**config.mk**
```make
export PLATFORM = sky130hd
export DESIGN_NAME = jk_excite_gen
export DESIGN_NICKNAME = d
export VERILOG_FILES = /design/src/rtl/jk_pkg.sv /design/src/rtl/jk_excite_lut.sv /design/src/rtl/jk_excite_gen.sv
export SDC_FILE = /design/constraint.sdc
export NUM_CORES = 1
export LEC_CHECK = 0
export BUFFER_PORTS_ARGS = -buffer_cell sky130_fd_sc_hd__buf_2
export CAP_MARGIN = 20
export CORE_MARGIN = 1
export CORE_UTILIZATION = 25
export DETAILED_ROUTE_END_ITERATION = 12
export PLACE_DENSITY_LB_ADDON = 0.3
export RECOVER_POWER = 50
export SLEW_MARGIN = 40
export SYNTH_ARGS = -nofsm -noshare
export SYNTH_HDL_FRONTEND = slang
export SYNTH_SLANG_ARGS = --single-unit
```
**constraint.sdc**
```tcl
create_clock -name clk -period 2.55 [get_ports clk]
set_input_delay 0.3825 -clock clk [delete_from_list [all_inputs] [get_ports clk]]
set_output_delay 0.3825 -clock clk [all_outputs]
set_load 0.01 [all_outputs]
```
**src/rtl/jk_pkg.sv**
```systemverilog
// jk_pkg -- shared types and constants for the JK excitation generator.
//   state_t   : FSM state encoding (IDLE, DRIVE, CHECK)
//   JK_*      : 2-bit {j,k} excitation codes (HOLD, SET, RESET, TOGGLE)
//   HCNT_W    : width of the DRIVE hold down-counter (HOLD_CYCLES up to 255)
package jk_pkg;

  typedef enum logic [1:0] {
    ST_IDLE  = 2'd0,
    ST_DRIVE = 2'd1,
    ST_CHECK = 2'd2
  } state_t;

  // Excitation codes packed as {j,k}
  localparam logic [1:0] JK_HOLD   = 2'b00;
  localparam logic [1:0] JK_SET    = 2'b10;
  localparam logic [1:0] JK_RESET  = 2'b01;
  localparam logic [1:0] JK_TOGGLE = 2'b11;

  localparam int HCNT_W = 8;

endpackage

```
**src/rtl/jk_excite_lut.sv**
```systemverilog
// jk_excite_lut -- combinational JK excitation table.
//   cur_q : present flip-flop state
//   tgt_q : requested next state
//   jk    : {j,k} excitation that moves cur_q to tgt_q
// Build option: JK_TOGGLE_EN selects toggle (j1 k1) for every state change
// instead of separate set (j1 k0) / reset (j0 k1); holds are j0 k0 either way.
module jk_excite_lut
  import jk_pkg::*;
(
  input  logic       cur_q,
  input  logic       tgt_q,
  output logic [1:0] jk
);

`ifdef JK_TOGGLE_EN
  always_comb begin
    jk = JK_HOLD;
    if (cur_q != tgt_q) jk = JK_TOGGLE;
  end
`else
  always_comb begin
    jk = JK_HOLD;
    if (cur_q != tgt_q) jk = tgt_q ? JK_SET : JK_RESET;
  end
`endif

endmodule

```
**src/rtl/jk_excite_gen.sv**
```systemverilog
// jk_excite_gen -- drives a JK flip-flop toward a requested state and checks it.
//   clk, rst_n           : clock, asynchronous active-low reset
//   tgt_valid/tgt_ready  : handshake for a requested next state tgt_q
//   q_fb                 : observed q of the driven flip-flop
//   j, k                 : registered excitation outputs
//   busy                 : high while driving or checking
//   err                  : one-cycle pulse after a failed check
//   err_cnt              : saturating count of failed checks
// Parameters: HOLD_CYCLES (1..255) cycles j/k are held, CNT_W error counter width.
// Build option: JK_TOGGLE_EN (see jk_excite_lut).
module jk_excite_gen
  import jk_pkg::*;
#(
  parameter int HOLD_CYCLES = 2,
  parameter int CNT_W       = 8
) (
  input  logic             clk,
  input  logic             rst_n,
  input  logic             tgt_valid,
  input  logic             tgt_q,
  output logic             tgt_ready,
  input  logic             q_fb,
  output logic             j,
  output logic             k,
  output logic             busy,
  output logic             err,
  output logic [CNT_W-1:0] err_cnt
);

  state_t            state;
  logic              cur_q;
  logic              tgt_r;
  logic [HCNT_W-1:0] hold_cnt;
  logic [1:0]        lut_jk;

  jk_excite_lut u_lut (
    .cur_q (cur_q),
    .tgt_q (tgt_r),
    .jk    (lut_jk)
  );

  // Because j/k are registered from the state, the first DRIVE cycle still
  // shows HOLD; the excitation then appears for exactly HOLD_CYCLES cycles,
  // giving an accept-to-IDLE latency of HOLD_CYCLES+2.
  always_ff @(posedge clk or negedge rst_n) begin
    if (!rst_n) begin
      state     <= ST_IDLE;
      cur_q     <= 1'b0;
      tgt_r     <= 1'b0;
      hold_cnt  <= '0;
      j         <= 1'b0;
      k         <= 1'b0;
      busy      <= 1'b0;
      tgt_ready <= 1'b0;
      err       <= 1'b0;
      err_cnt   <= '0;
    end else begin
      err <= 1'b0;
      case (state)
        ST_IDLE: begin
          cur_q     <= q_fb;
          {j, k}    <= JK_HOLD;
          busy      <= 1'b0;
          tgt_ready <= 1'b1;
          // tgt_ready is still low on the first edge after reset release,
          // so no transfer can happen before it is visible.
          if (tgt_valid && tgt_ready) begin
            tgt_r     <= tgt_q;
            hold_cnt  <= HCNT_W'(HOLD_CYCLES);
            state     <= ST_DRIVE;
            busy      <= 1'b1;
            tgt_ready <= 1'b0;
          end
        end
        ST_DRIVE: begin
          if (hold_cnt != '0) begin
            {j, k}   <= lut_jk;
            hold_cnt <= hold_cnt - 1'b1;
          end else begin
            {j, k} <= JK_HOLD;
            state  <= ST_CHECK;
          end
        end
        ST_CHECK: begin
          {j, k}    <= JK_HOLD;
          state     <= ST_IDLE;
          busy      <= 1'b0;
          tgt_ready <= 1'b1;
          if (q_fb != tgt_r) begin
            err <= 1'b1;
            if (err_cnt != '1) err_cnt <= err_cnt + 1'b1;
          end
        end
        default: begin
          {j, k}    <= JK_HOLD;
          state     <= ST_IDLE;
          busy      <= 1'b0;
          tgt_ready <= 1'b0;
        end
      endcase
    end
  end

endmodule
```
==> summary.txt, run 1 <==
Logic synthesis
  • Cell type with the highest aggregate area in the netlist: sky130_fd_sc_hd__dfrtp_1
  • YS warnings: 0
  • Count of flip-flops with a built-in enable after synthesis: 0
  • Fraction of synthesis flops using an asynchronous set or reset pin: 100%
  • Mean instance size in the synthesized netlist: around 11 sq um
  • Leading cell types by total area after synthesis: sky130_fd_sc_hd__dfrtp_1 52%, sky130_fd_sc_hd__xnor2_1 4.4%, sky130_fd_sc_hd__nor2_1 3.8%
  • Number of flip-flops and latches in the synthesized netlist: 25
  • Cells after Synth: 113
  • Number of library cell types mapped by synthesis: 33
  • Part of the Yosys area used for sequential elements: 52.4%
  • Cell area after synthesis: between 1000 and 1500 sq um
  • Post-Syn Nets: 121
  • Dominant synthesized flop cell: sky130_fd_sc_hd__dfrtp_1
  • Share of Yosys cell area claimed by the top area cell type: 52.4%

Worst setup path
  • Arrival time of data at the critical path endpoint: 2.31 ns
  • Critical-path cell with the highest stage delay: sky130_fd_sc_hd__or3b_2
  • CP Capture Type: flip-flop
  • Critical Path, Cell by Cell: inv_1, ha_1, or3b_2, o21ai_0, or4_1, mux2_1
  • Family with the most delay on the worst path: simple AND/OR/NAND/NOR gates
  • Type of element launching the critical path: flip-flop
  • Data required time at the worst endpoint: 2.70 ns
  • Crit Path Category: flip-flop to flip-flop
  • Sum of buffers and inverters on the critical path: 1
  • Maximum cell stage delay along the critical path: 0.48 ns
  • Highest fanout seen on the critical path: 5

STA
  • Fin. Hold Viols: 0
  • Maximum clock frequency: 462 MHz
  • Clock skew after layout: 0.00437 ns
  • Slew headroom: 13.1%
  • Setup Viol. Count Final: 0
  • Count of final max-slew check failures: 0
  • Worst-margin pin slew: 1.30 ns
  • Share of the clock period used by the worst path: 84.9%
  • Minimum clock period after layout: 2.17 ns
  • Worst-case setup margin in the final layout: 0.384 ns
  • Unrepaired setup endpoints after global routing: no
  • Final hold slack: 0.351 ns
  • Setup TNS: 0 ns

Clocking
  • Number of buffers created by CTS: 3
  • # H-tree levels: 1
  • Setup fix buffers added after clock tree synthesis: 0
  • Root cell of the clock tree: sky130_fd_sc_hd__clkbuf_8
  • Hold_buf cts: 0
  • Buffer levels on the longest clock path: 2
  • Cts repair resizes: 0
  • Clk_lat worst skew: roughly 0.26 ns
  • Number of sinks handled by clock tree synthesis: 25
  • Clock-pin slew of the registers on the worst-case setup and hold paths: 0.08 ns
  • TritonCTS clock tree: yes

Placed design
  • Post-detailed-placement half-perimeter wirelength: 1620 um
  • Placed Instance Area: 1340 sq um
  • Placer Congestion: 0.736
  • PortBufs: 17
  • Worst slack, placed: ~0.4 ns
  • Cell total after placement: 180

Final layout
  • Most frequent standard cell in the layout excluding fill and tap cells: sky130_fd_sc_hd__dfrtp_1
  • Layout-stage area growth over the synthesis result: 15.6%
  • Number of non-filler instances in the completed layout: 184
  • Fill cell instance count of the final layout: 465
  • Final Cell Area: between 1000 and 1500 sq um
  • Final #Nets: 141
  • Number of diodes: 0
  • Top library cells by usage in the layout, fill and taps aside: 25 x sky130_fd_sc_hd__dfrtp_1, 14 x sky130_fd_sc_hd__buf_2, 12 x sky130_fd_sc_hd__nor2_1
  • Storage element area: 626 sq um
  • Fraction of layout cells with a size suffix above 1: 18.2%
  • Post-layout util: between 30 and 40%
  • Area of combinational cells with multiple inputs: about 540 sq um

Global routing
  • Number of antenna violations at the first check in global routing: 0
  • Gr usage total: 9.69%
  • Global-route wire length before repair: 3920 um
  • Via count of the first global-routing pass: 922
  • Total congestion overflow: 0
  • Pin count of the biggest net entering global routing: 26

Drt
  • Total via count after detailed routing: 862
  • Detailed-routing iteration count for the pre-antenna-repair pass: 4
  • Post-DR vias/cell: 4.68
  • Average wire length per cell after detail routing: 11.8 um
  • DRC Markers: 0
  • Number of nets still failing antenna checks after routing: 0
  • Initial DRC count: 14
  • Detailed Route WL: about 2200 um

Run status
  • Outcome: complete, no violations

Floorplan
  • Top Ports: 18
  • Die boundary width: 71.1 um
  • Std-Cell Core Area: roughly 4500 sq um
  • Total Die Area: 5060 sq um
  • Die Ht: just over 70 um
  • Starting Density: 26.7%
  • Row Count: 24

Flow run
  • Number of max-capacitance violations reported: 0

Hold path
  • Hold WC Path Type: primary input to flip-flop

Pwr
  • Total chip power: 1.34 mW
  • Lkg Pwr: 0.672 nW
  • Peak ir drop on the vdd network: ~0.33 mV
  • Power per cell area: 968 nW/um^2
## layout make-up
type / instances / area share, %
flip-flops and latches: 25 / 45.3
multi-input cells: 82 / 39.4
repair buffers: 18 / 6.44
well taps: 52 / 4.71
clock buffers: 4 / 3.26
inverters: 3 / 0.816
## kinds of logic after synthesis
| group | count (synthesis) | share of synthesized area (%) |
|---|---|---|
| AO/OA/AOI/OAI | 16 | 7.97 |
| XOR/XNOR | 11 | 8.07 |
| adder cells (fa/ha/maj) | 3 | 3.14 |
| buffers and inverters | 6 | 1.99 |
| flip-flops | 25 | 52.4 |
| multiplexers | 5 | 4.61 |
| AND/OR/NAND/NOR | 47 | 21.8 |
## layer usage
layer	track usage, %	wire (um)	vias up
met4	3.33	11	0
met1	11.3	1000	413
met3	1.85	59	2
met5	0	0	-
li1	-	-	436
met2	17.7	1100	11
## power breakdown
part / internal [mW] / switching (mW) / total, mW
sequential: 0.515 / 0.117 / 0.632
combinational: 0.228 / 0.248 / 0.476
clock: 0.111 / 0.116 / 0.228
total: 0.854 / 0.481 / 1.34
## flip-flops by register name (all words and copies together) (netlist names)
signal,flops
busy,1
cur_q,1
err,1
err_cnt,8
hold_cnt,8
j,1
k,1
state,2
tgt_r,1
tgt_ready,1
## cells in the mapped netlist (2+ instances only)
cell type and count:
sky130_fd_sc_hd__nor2b_1 2, sky130_fd_sc_hd__nor3b_1 4, sky130_fd_sc_hd__nor3_1 3, sky130_fd_sc_hd__nor2_1 12
sky130_fd_sc_hd__inv_1 3, sky130_fd_sc_hd__dfrtp_1 25, sky130_fd_sc_hd__clkbuf_1 2, sky130_fd_sc_hd__a21oi_1 8
sky130_fd_sc_hd__ha_1 3, sky130_fd_sc_hd__xnor2_1 6, sky130_fd_sc_hd__or3_1 2, sky130_fd_sc_hd__mux2_2 3
sky130_fd_sc_hd__o21ai_0 3, sky130_fd_sc_hd__nand4_1 4, sky130_fd_sc_hd__nand2b_1 3, sky130_fd_sc_hd__nand2_1 6
sky130_fd_sc_hd__xor2_1 5, sky130_fd_sc_hd__and3_1 4
## final timing paths
kind,from,cells past startpoint,endpoint,slack [ns]
setup / recovery,hold_cnt[0]$_DFFE_PN0P_,6,hold_cnt[7]$_DFFE_PN0P_,0.38
min in group asynchronous,rst_n,1,hold_cnt[6]$_DFFE_PN0P_,0.39
setup reg to reg,hold_cnt[0]$_DFFE_PN0P_,6,hold_cnt[7]$_DFFE_PN0P_,0.38
hold reg to reg,cur_q$_DFFE_PN0N_,1,j$_DFF_PN0_,0.47
max in group asynchronous,rst_n,1,hold_cnt[4]$_DFFE_PN0P_,1.40
hold / removal,tgt_q,2,tgt_r$_DFFE_PN0P_,0.35
No activity file was read; power rests on OpenSTA's default activity.
==> run 2: changes to the inputs <==
clock period = 2.1 ns   (was 2.55 ns; I/O delays follow)
==> summary.txt, run 2 (same netlist as run 1, synthesis figures left out) <==
Worst setup path
  • Data required time at the worst endpoint: 2.25 ns (-0.45 ns)
  • Crit Path Category: flip-flop to flip-flop
  • Critical-path cell with the highest stage delay: sky130_fd_sc_hd__dfrtp_1
  • Startpoint of the worst-slack reg-to-reg timing path: hold_cnt[2]$_DFFE_PN0P_
  • Worst-case reg-to-reg path depth: 4 (-2)
  • Critical Path, Cell by Cell: or3_1, or3_1, or4_1, mux2_1
  • Most frequent cell on the critical path: sky130_fd_sc_hd__or3_1
  • CP Capture Type: flip-flop
  • Type of element launching the critical path: flip-flop
  • Maximum cell stage delay along the critical path: 0.42 ns (-0.06 ns)
  • Worst R2R End: hold_cnt[7]$_DFFE_PN0P_
  • Highest fanout seen on the critical path: 5 (unchanged)
  • Arrival time of data at the critical path endpoint: 2.17 ns (-0.14 ns)
  • Register-to-register setup slack: 0.09 ns (-0.30 ns)

Clocking
  • TritonCTS clock tree: yes
  • Number of sinks handled by clock tree synthesis: 25 (unchanged)
  • Hold_buf cts: 0 (unchanged)
  • Clk_lat worst skew: 0.27 ns (about the same)
  • Root cell of the clock tree: sky130_fd_sc_hd__clkbuf_8
  • # H-tree levels: 1 (unchanged)
  • Setup fix buffers added after clock tree synthesis: 0 (unchanged)
  • Cts repair resizes: 0 (unchanged)
  • Buffer levels on the longest clock path: 2 (unchanged)
  • Number of buffers created by CTS: 3 (unchanged)
  • Clock-pin slew of the registers on the worst-case setup and hold paths: 0.08 ns (about the same)

Hold path
  • WHS Endpoint: tgt_r$_DFFE_PN0P_
  • Start point of the worst hold path: tgt_q
  • Hold WC Path Type: primary input to flip-flop
  • Instance count along the most critical hold path: 2 (unchanged)

Placed design
  • Post-detailed-placement half-perimeter wirelength: 1650 um (+1.9%)
  • Cell total after placement: 184 (+2.2%)
  • PortBufs: 17 (unchanged)
  • Placer Congestion: 0.797 (+8.3%)

Run status
  • Outcome: complete, no violations

Floorplan
  • Row Count: 24 (unchanged)
  • Starting Density: 26.7% (unchanged)
  • Std-Cell Core Area: 4470 sq um (unchanged)
  • Die Ht: 71.1 um (unchanged)
  • Total Die Area: 5060 sq um (unchanged)
  • Die boundary width: 71.1 um (unchanged)
  • Top Ports: 18 (unchanged)

Global routing
  • Gr usage total: 9.84% (+0.14 points)
  • Global-route wire length before repair: 4020 um (+2.4%)
  • Via count of the first global-routing pass: 890 (-3.5%)
  • Pin count of the biggest net entering global routing: 26 (unchanged)
  • Number of antenna violations at the first check in global routing: 0 (unchanged)
  • Total congestion overflow: 0 (unchanged)

Drt
  • Post-DR vias/cell: 4.74 (+1.2%)
  • Detailed Route WL: 2240 um (+3.1%)
  • Met2 wire len: 1050 um (-5.0%)
  • Top layer in use: met4
  • Average wire length per cell after detail routing: 11.9 um (+0.93%)
  • Number of nets still failing antenna checks after routing: 0 (unchanged)
  • Met3 Routed Length: 75 um (+27%)
  • DRC Markers: 0 (unchanged)
  • Total via count after detailed routing: 891 (+3.4%)
  • Initial DRC count: 30 (+16)
  • Wire length the detailed router placed on met1: 1110 um (+10%)
  • Detailed-routing iteration count for the pre-antenna-repair pass: 4 (unchanged)

Final layout
  • Number of diodes: 0 (unchanged)
  • Layout-stage area growth over the synthesis result: 17.8%
  • Number of non-filler instances in the completed layout: 188 (+2.2%)
  • Final #Nets: 145 (+2.8%)
  • Top library cells by usage in the layout, fill and taps aside: 25 x sky130_fd_sc_hd__dfrtp_1, 13 x sky130_fd_sc_hd__buf_2, 12 x sky130_fd_sc_hd__nor2_1
  • Biggest registers after layout: err_cnt x8, hold_cnt x8, state x2
  • Fraction of layout cells with a size suffix above 1: 19.9% (+1.7 points)
  • Most frequent standard cell in the layout excluding fill and tap cells: sky130_fd_sc_hd__dfrtp_1

Flow run
  • Number of max-capacitance violations reported: 0 (unchanged)

STA
  • Setup Viol. Count Final: 0 (unchanged)
  • Unrepaired setup endpoints after global routing: no
  • Share of the clock period used by the worst path: 95.8% (+11 points)
  • Worst-margin pin slew: 1.34 ns (+0.0400 ns)
  • Fin. Hold Viols: 0 (unchanged)
  • Clock skew after layout: 0.00424 ns (-0.000128 ns)
  • Count of final max-slew check failures: 0 (unchanged)
  • Setup TNS: 0 ns (unchanged)
  • Maximum clock frequency: 497 MHz (+7.6%)
  • Minimum clock period after layout: 2.01 ns (-0.154 ns)
  • Slew headroom: 10.5% (-2.7 points)

Pwr
  • Lkg Pwr: 0.688 nW (+2.3%)
  • Power per cell area: 1190 nW/um^2 (+23%)
  • Peak ir drop on the vdd network: 0.281 mV (-16%)
  • Total chip power: 1.68 mW (+25%)
==> run 2: cell count changes in the layout (fill, tap and decap cells not counted), sizes merged <==
| cell | change |
|---|---|
| clkinv | +1 |
| clkbuf | +1 |
| buf | +2 |
==> run 2: worst max-delay path by stage <==
stage,from,end,depth (start not counted)
finish,hold_cnt[2]$_DFFE_PN0P_,hold_cnt[7]$_DFFE_PN0P_,4
global placement,hold_cnt[2]$_DFFE_PN0P_,hold_cnt[7]$_DFFE_PN0P_,4
CTS,hold_cnt[2]$_DFFE_PN0P_,hold_cnt[7]$_DFFE_PN0P_,4
floorplan,hold_cnt[4]$_DFFE_PN0P_,hold_cnt[7]$_DFFE_PN0P_,4
global route,hold_cnt[2]$_DFFE_PN0P_,hold_cnt[7]$_DFFE_PN0P_,4
detailed placement,hold_cnt[2]$_DFFE_PN0P_,hold_cnt[7]$_DFFE_PN0P_,4
==> run 2: report_power, final <==
part           internal [mW]  switching (mW)
Sequential             0.626           0.110
Combinational          0.310           0.344
Clock                  0.133           0.152
==> run 2: final cells by class <==
| cell class | count | area (sq um) |
|---|---|---|
| Clock buffer | 3 | 41.3 |
| Clock inverter | 1 | 5.00 |
| Fill cell | 446 | 3070 |
| Inverter | 3 | 11.3 |
| Multi-Input combinational cell | 82 | 544 |
| Sequential cell | 25 | 626 |
| Tap cell | 52 | 65.1 |
| Timing Repair Buffer | 22 | 114 |
==> run 2: critical path, delay by kind of cell (launching register included) <==
kind | cells | cell delay, ns
DFF | 1 | 0.42
muxes | 1 | 0.32
and+or+nand+nor | 3 | 1.15
==> run 2: layer usage <==
layer  global-route usage, %  vias to the layer above
met3                    1.99                        2
met5                       0                        -
met2                    17.1                       15
li1                        -                      440
met4                    2.67                        0
met1                    12.5                      434
==> run 2: metrics by stage <==
| step | worst slack, ns | hold WS [ns] | cell area [sq um] | utilization (%) |
|---|---|---|---|---|
| floorplan | 0.109 | 0.0194 | 1190 | - |
| global placement | 0.136 | 0.339 | 1370 | 30.6 |
| detailed placement | 0.0994 | 0.336 | 1370 | 30.6 |
| CTS | 0.0870 | 0.0436 | 1420 | 31.6 |
| global route | 0.0133 | 0.289 | 1410 | 31.4 |
| finish | 0.0877 | 0.281 | 1410 | 31.4 |
==> run 3: changes to the inputs <==
clock period = 1.9 ns   (was 2.1 ns; I/O delays follow)
==> summary.txt, run 3 (same netlist as run 1, synthesis figures left out) <==
Clocking
  • Setup fix buffers added after clock tree synthesis: 0 (unchanged)
  • TritonCTS clock tree: yes
  • # H-tree levels: 1 (unchanged)
  • Clock-pin slew of the registers on the worst-case setup and hold paths: 0.08 ns (about the same)
  • Number of sinks handled by clock tree synthesis: 25 (unchanged)
  • Buffer levels on the longest clock path: 2 (unchanged)
  • Hold_buf cts: 0 (unchanged)
  • Root cell of the clock tree: sky130_fd_sc_hd__clkbuf_8
  • Number of buffers created by CTS: 3 (unchanged)
  • Clk_lat worst skew: 0.26 ns (about the same)

Final layout
  • Number of diodes: 0 (unchanged)
  • Number of non-filler instances in the completed layout: 195 (+3.7%)
  • Most frequent standard cell in the layout excluding fill and tap cells: sky130_fd_sc_hd__dfrtp_1
  • Layout-stage area growth over the synthesis result: 22.2%
  • Fraction of layout cells with a size suffix above 1: 23.8% (+3.9 points)
  • Top library cells by usage in the layout, fill and taps aside: 25 x sky130_fd_sc_hd__dfrtp_1, 14 x sky130_fd_sc_hd__buf_2, 12 x sky130_fd_sc_hd__nor2_1
  • Area of combinational cells with multiple inputs: 544 sq um (unchanged)
  • Fill cell instance count of the final layout: 458 (+2.7%)
  • Final #Nets: 152 (+4.8%)
  • Storage element area: 626 sq um (unchanged)
  • Biggest registers after layout: err_cnt x8, hold_cnt x8, state x2

Hold path
  • Hold WC Path Type: primary input to flip-flop
  • WHS Endpoint: tgt_r$_DFFE_PN0P_
  • Instance count along the most critical hold path: 2 (unchanged)
  • Start point of the worst hold path: tgt_q

Worst setup path
  • Crit Path Category: flip-flop to flip-flop
  • CP Capture Type: flip-flop
  • Arrival time of data at the critical path endpoint: 2.08 ns (-0.09 ns)
  • Startpoint of the worst-slack reg-to-reg timing path: hold_cnt[1]$_DFFE_PN0P_
  • Worst R2R End: hold_cnt[7]$_DFFE_PN0P_
  • Worst-case reg-to-reg path depth: 4 (unchanged)
  • Register-to-register setup slack: -0.02 ns (-0.11 ns)
  • Type of element launching the critical path: flip-flop
  • Highest fanout seen on the critical path: 3 (-2)
  • Data required time at the worst endpoint: 2.05 ns (-0.20 ns)

Run status
  • Violated checks: negative setup slack
  • Outcome: finished with violations

Drt
  • Post-DR vias/cell: 4.59 (-3.2%)
  • Detailed Route WL: 2290 um (+2.1%)
  • Total via count after detailed routing: 895 (+0.45%)
  • DRC Markers: 0 (unchanged)
  • Number of nets still failing antenna checks after routing: 0 (unchanged)
  • Detailed-routing iteration count for the pre-antenna-repair pass: 4 (unchanged)
  • Average wire length per cell after detail routing: 11.7 um (-1.5%)
  • Initial DRC count: 29 (-3.3%)

STA
  • Clock skew after layout: 0.00472 ns (+0.000478 ns)
  • Slew headroom: 11.7% (+1.3 points)
  • Unrepaired setup endpoints after global routing: yes
  • Count of final max-slew check failures: 0 (unchanged)
  • Maximum clock frequency: 520 MHz (+4.6%)
  • Fin. Hold Viols: 0 (unchanged)
  • Worst-case setup margin in the final layout: -0.0239 ns (-0.112 ns)
  • Worst-margin pin slew: 1.32 ns (-0.0189 ns)
  • Setup Viol. Count Final: 1 (+1)
  • Share of the clock period used by the worst path: 101% (+5.4 points)
  • Minimum clock period after layout: 1.92 ns (-0.0885 ns)
  • Final hold slack: 0.257 ns (-0.0239 ns)
  • Setup TNS: -0.0239 ns (-0.0239 ns)

Global routing
  • Pin count of the biggest net entering global routing: 26 (unchanged)
  • Total congestion overflow: 0 (unchanged)
  • Number of antenna violations at the first check in global routing: 0 (unchanged)
  • Gr usage total: 10.6% (+0.74 points)
  • Global-route wire length before repair: 4180 um (+4.1%)
  • Via count of the first global-routing pass: 969 (+8.9%)

Floorplan
  • Starting Density: 26.7% (unchanged)
  • Top Ports: 18 (unchanged)
  • Die boundary width: 71.1 um (unchanged)
  • Row Count: 24 (unchanged)
  • Std-Cell Core Area: 4470 sq um (unchanged)
  • Die Ht: 71.1 um (unchanged)
  • Total Die Area: 5060 sq um (unchanged)

Pwr
  • Power dissipated by switching net loads: 0.684 mW (+13%)
  • Total chip power: 1.95 mW (+16%)
  • Share of total power consumed by net switching: 35.1% (-1.1 points)
  • Lkg Pwr: 0.723 nW (+5.2%)
  • Proportion of power drawn by flip-flops and latches: 40.3% (-3.6 points)
  • Peak ir drop on the vdd network: 0.408 mV (+45%)
  • Portion of total power attributed to the clock network: 15.8% (-1.2 points)
  • Power per cell area: 1330 nW/um^2 (+12%)
  • Relative contribution of combinational cells to total power: 43.9% (+4.9 points)
  • Pint: 1.26 mW (+18%)

Placed design
  • Post-detailed-placement half-perimeter wirelength: 1760 um (+6.2%)
  • Worst slack, placed: -0.0206 ns (-0.120 ns)
  • Cell total after placement: 191 (+3.8%)
  • Placer Congestion: 0.805 (+0.98%)
  • PortBufs: 17 (unchanged)

Flow run
  • Number of max-capacitance violations reported: 0 (unchanged)
-- run 3: worst max path at each step --
stage                       startpoint                       to  cells after the start
2_1_floorplan  hold_cnt[2]$_DFFE_PN0P_  hold_cnt[7]$_DFFE_PN0P_                      4
3_3_place_gp   hold_cnt[2]$_DFFE_PN0P_  hold_cnt[7]$_DFFE_PN0P_                      4
3_5_place_dp   hold_cnt[1]$_DFFE_PN0P_  hold_cnt[7]$_DFFE_PN0P_                      4
4_1_cts        hold_cnt[1]$_DFFE_PN0P_  hold_cnt[7]$_DFFE_PN0P_                      4
5_1_grt        hold_cnt[1]$_DFFE_PN0P_  hold_cnt[7]$_DFFE_PN0P_                      4
6_report       hold_cnt[1]$_DFFE_PN0P_  hold_cnt[7]$_DFFE_PN0P_                      4
-- run 3: worst max-delay path: stages (launching register included) --
cell and delay (ns):
sky130_fd_sc_hd__dfrtp_1 0.39, sky130_fd_sc_hd__or3_1 0.36, sky130_fd_sc_hd__or3_1 0.33, sky130_fd_sc_hd__or4_1 0.41, sky130_fd_sc_hd__mux2_1 0.32
-- run 3: per-stage QoR --
| step | utilization (%) | area, sq um |
|---|---|---|
| 2_1_floorplan | - | 1190 |
| 6_report | 32.6 | 1460 |
| 5_1_grt | 32.6 | 1460 |
| 4_1_cts | 32.8 | 1470 |
| 3_3_place_gp | 31.8 | 1420 |
| 3_5_place_dp | 31.8 | 1420 |
-- run 3: area by class of cell --
type,instances,area share [%]
flip-flops and latches,25,42.9
multi-input cells,82,37.3
repair buffers,29,11.5
well taps,52,4.46
clock buffers,4,3.09
inverters,3,0.772
-- run 3: power groups by stage --
| stage | Clock (mW) | Combinational [mW] | Sequential (mW) |
|---|---|---|---|
| after floorplan | 0 | 0.506 | 0.822 |
| after global placement | 0 | 0.860 | 0.789 |
| after detailed placement | 0 | 0.878 | 0.796 |
| after CTS | 0.323 | 0.885 | 0.787 |
| after global routing | 0.343 | 0.973 | 0.808 |
| final | 0.307 | 0.854 | 0.785 |
-- run 3: what timing repair did --
action                                 4_1_cts  5_1_grt
endpoints found under the hold margin        0        0
setup endpoints to repair                    1        2
resized for setup                            0        0
-- run 3: routing by layer --
metal	part of all wire (%)	global-route usage, %	vias to the layer above
met4	1.0	4.00	0
li1	-	-	453
met5	0	0	-
met3	3.6	2.28	4
met2	50	19.0	13
met1	46	12.3	425
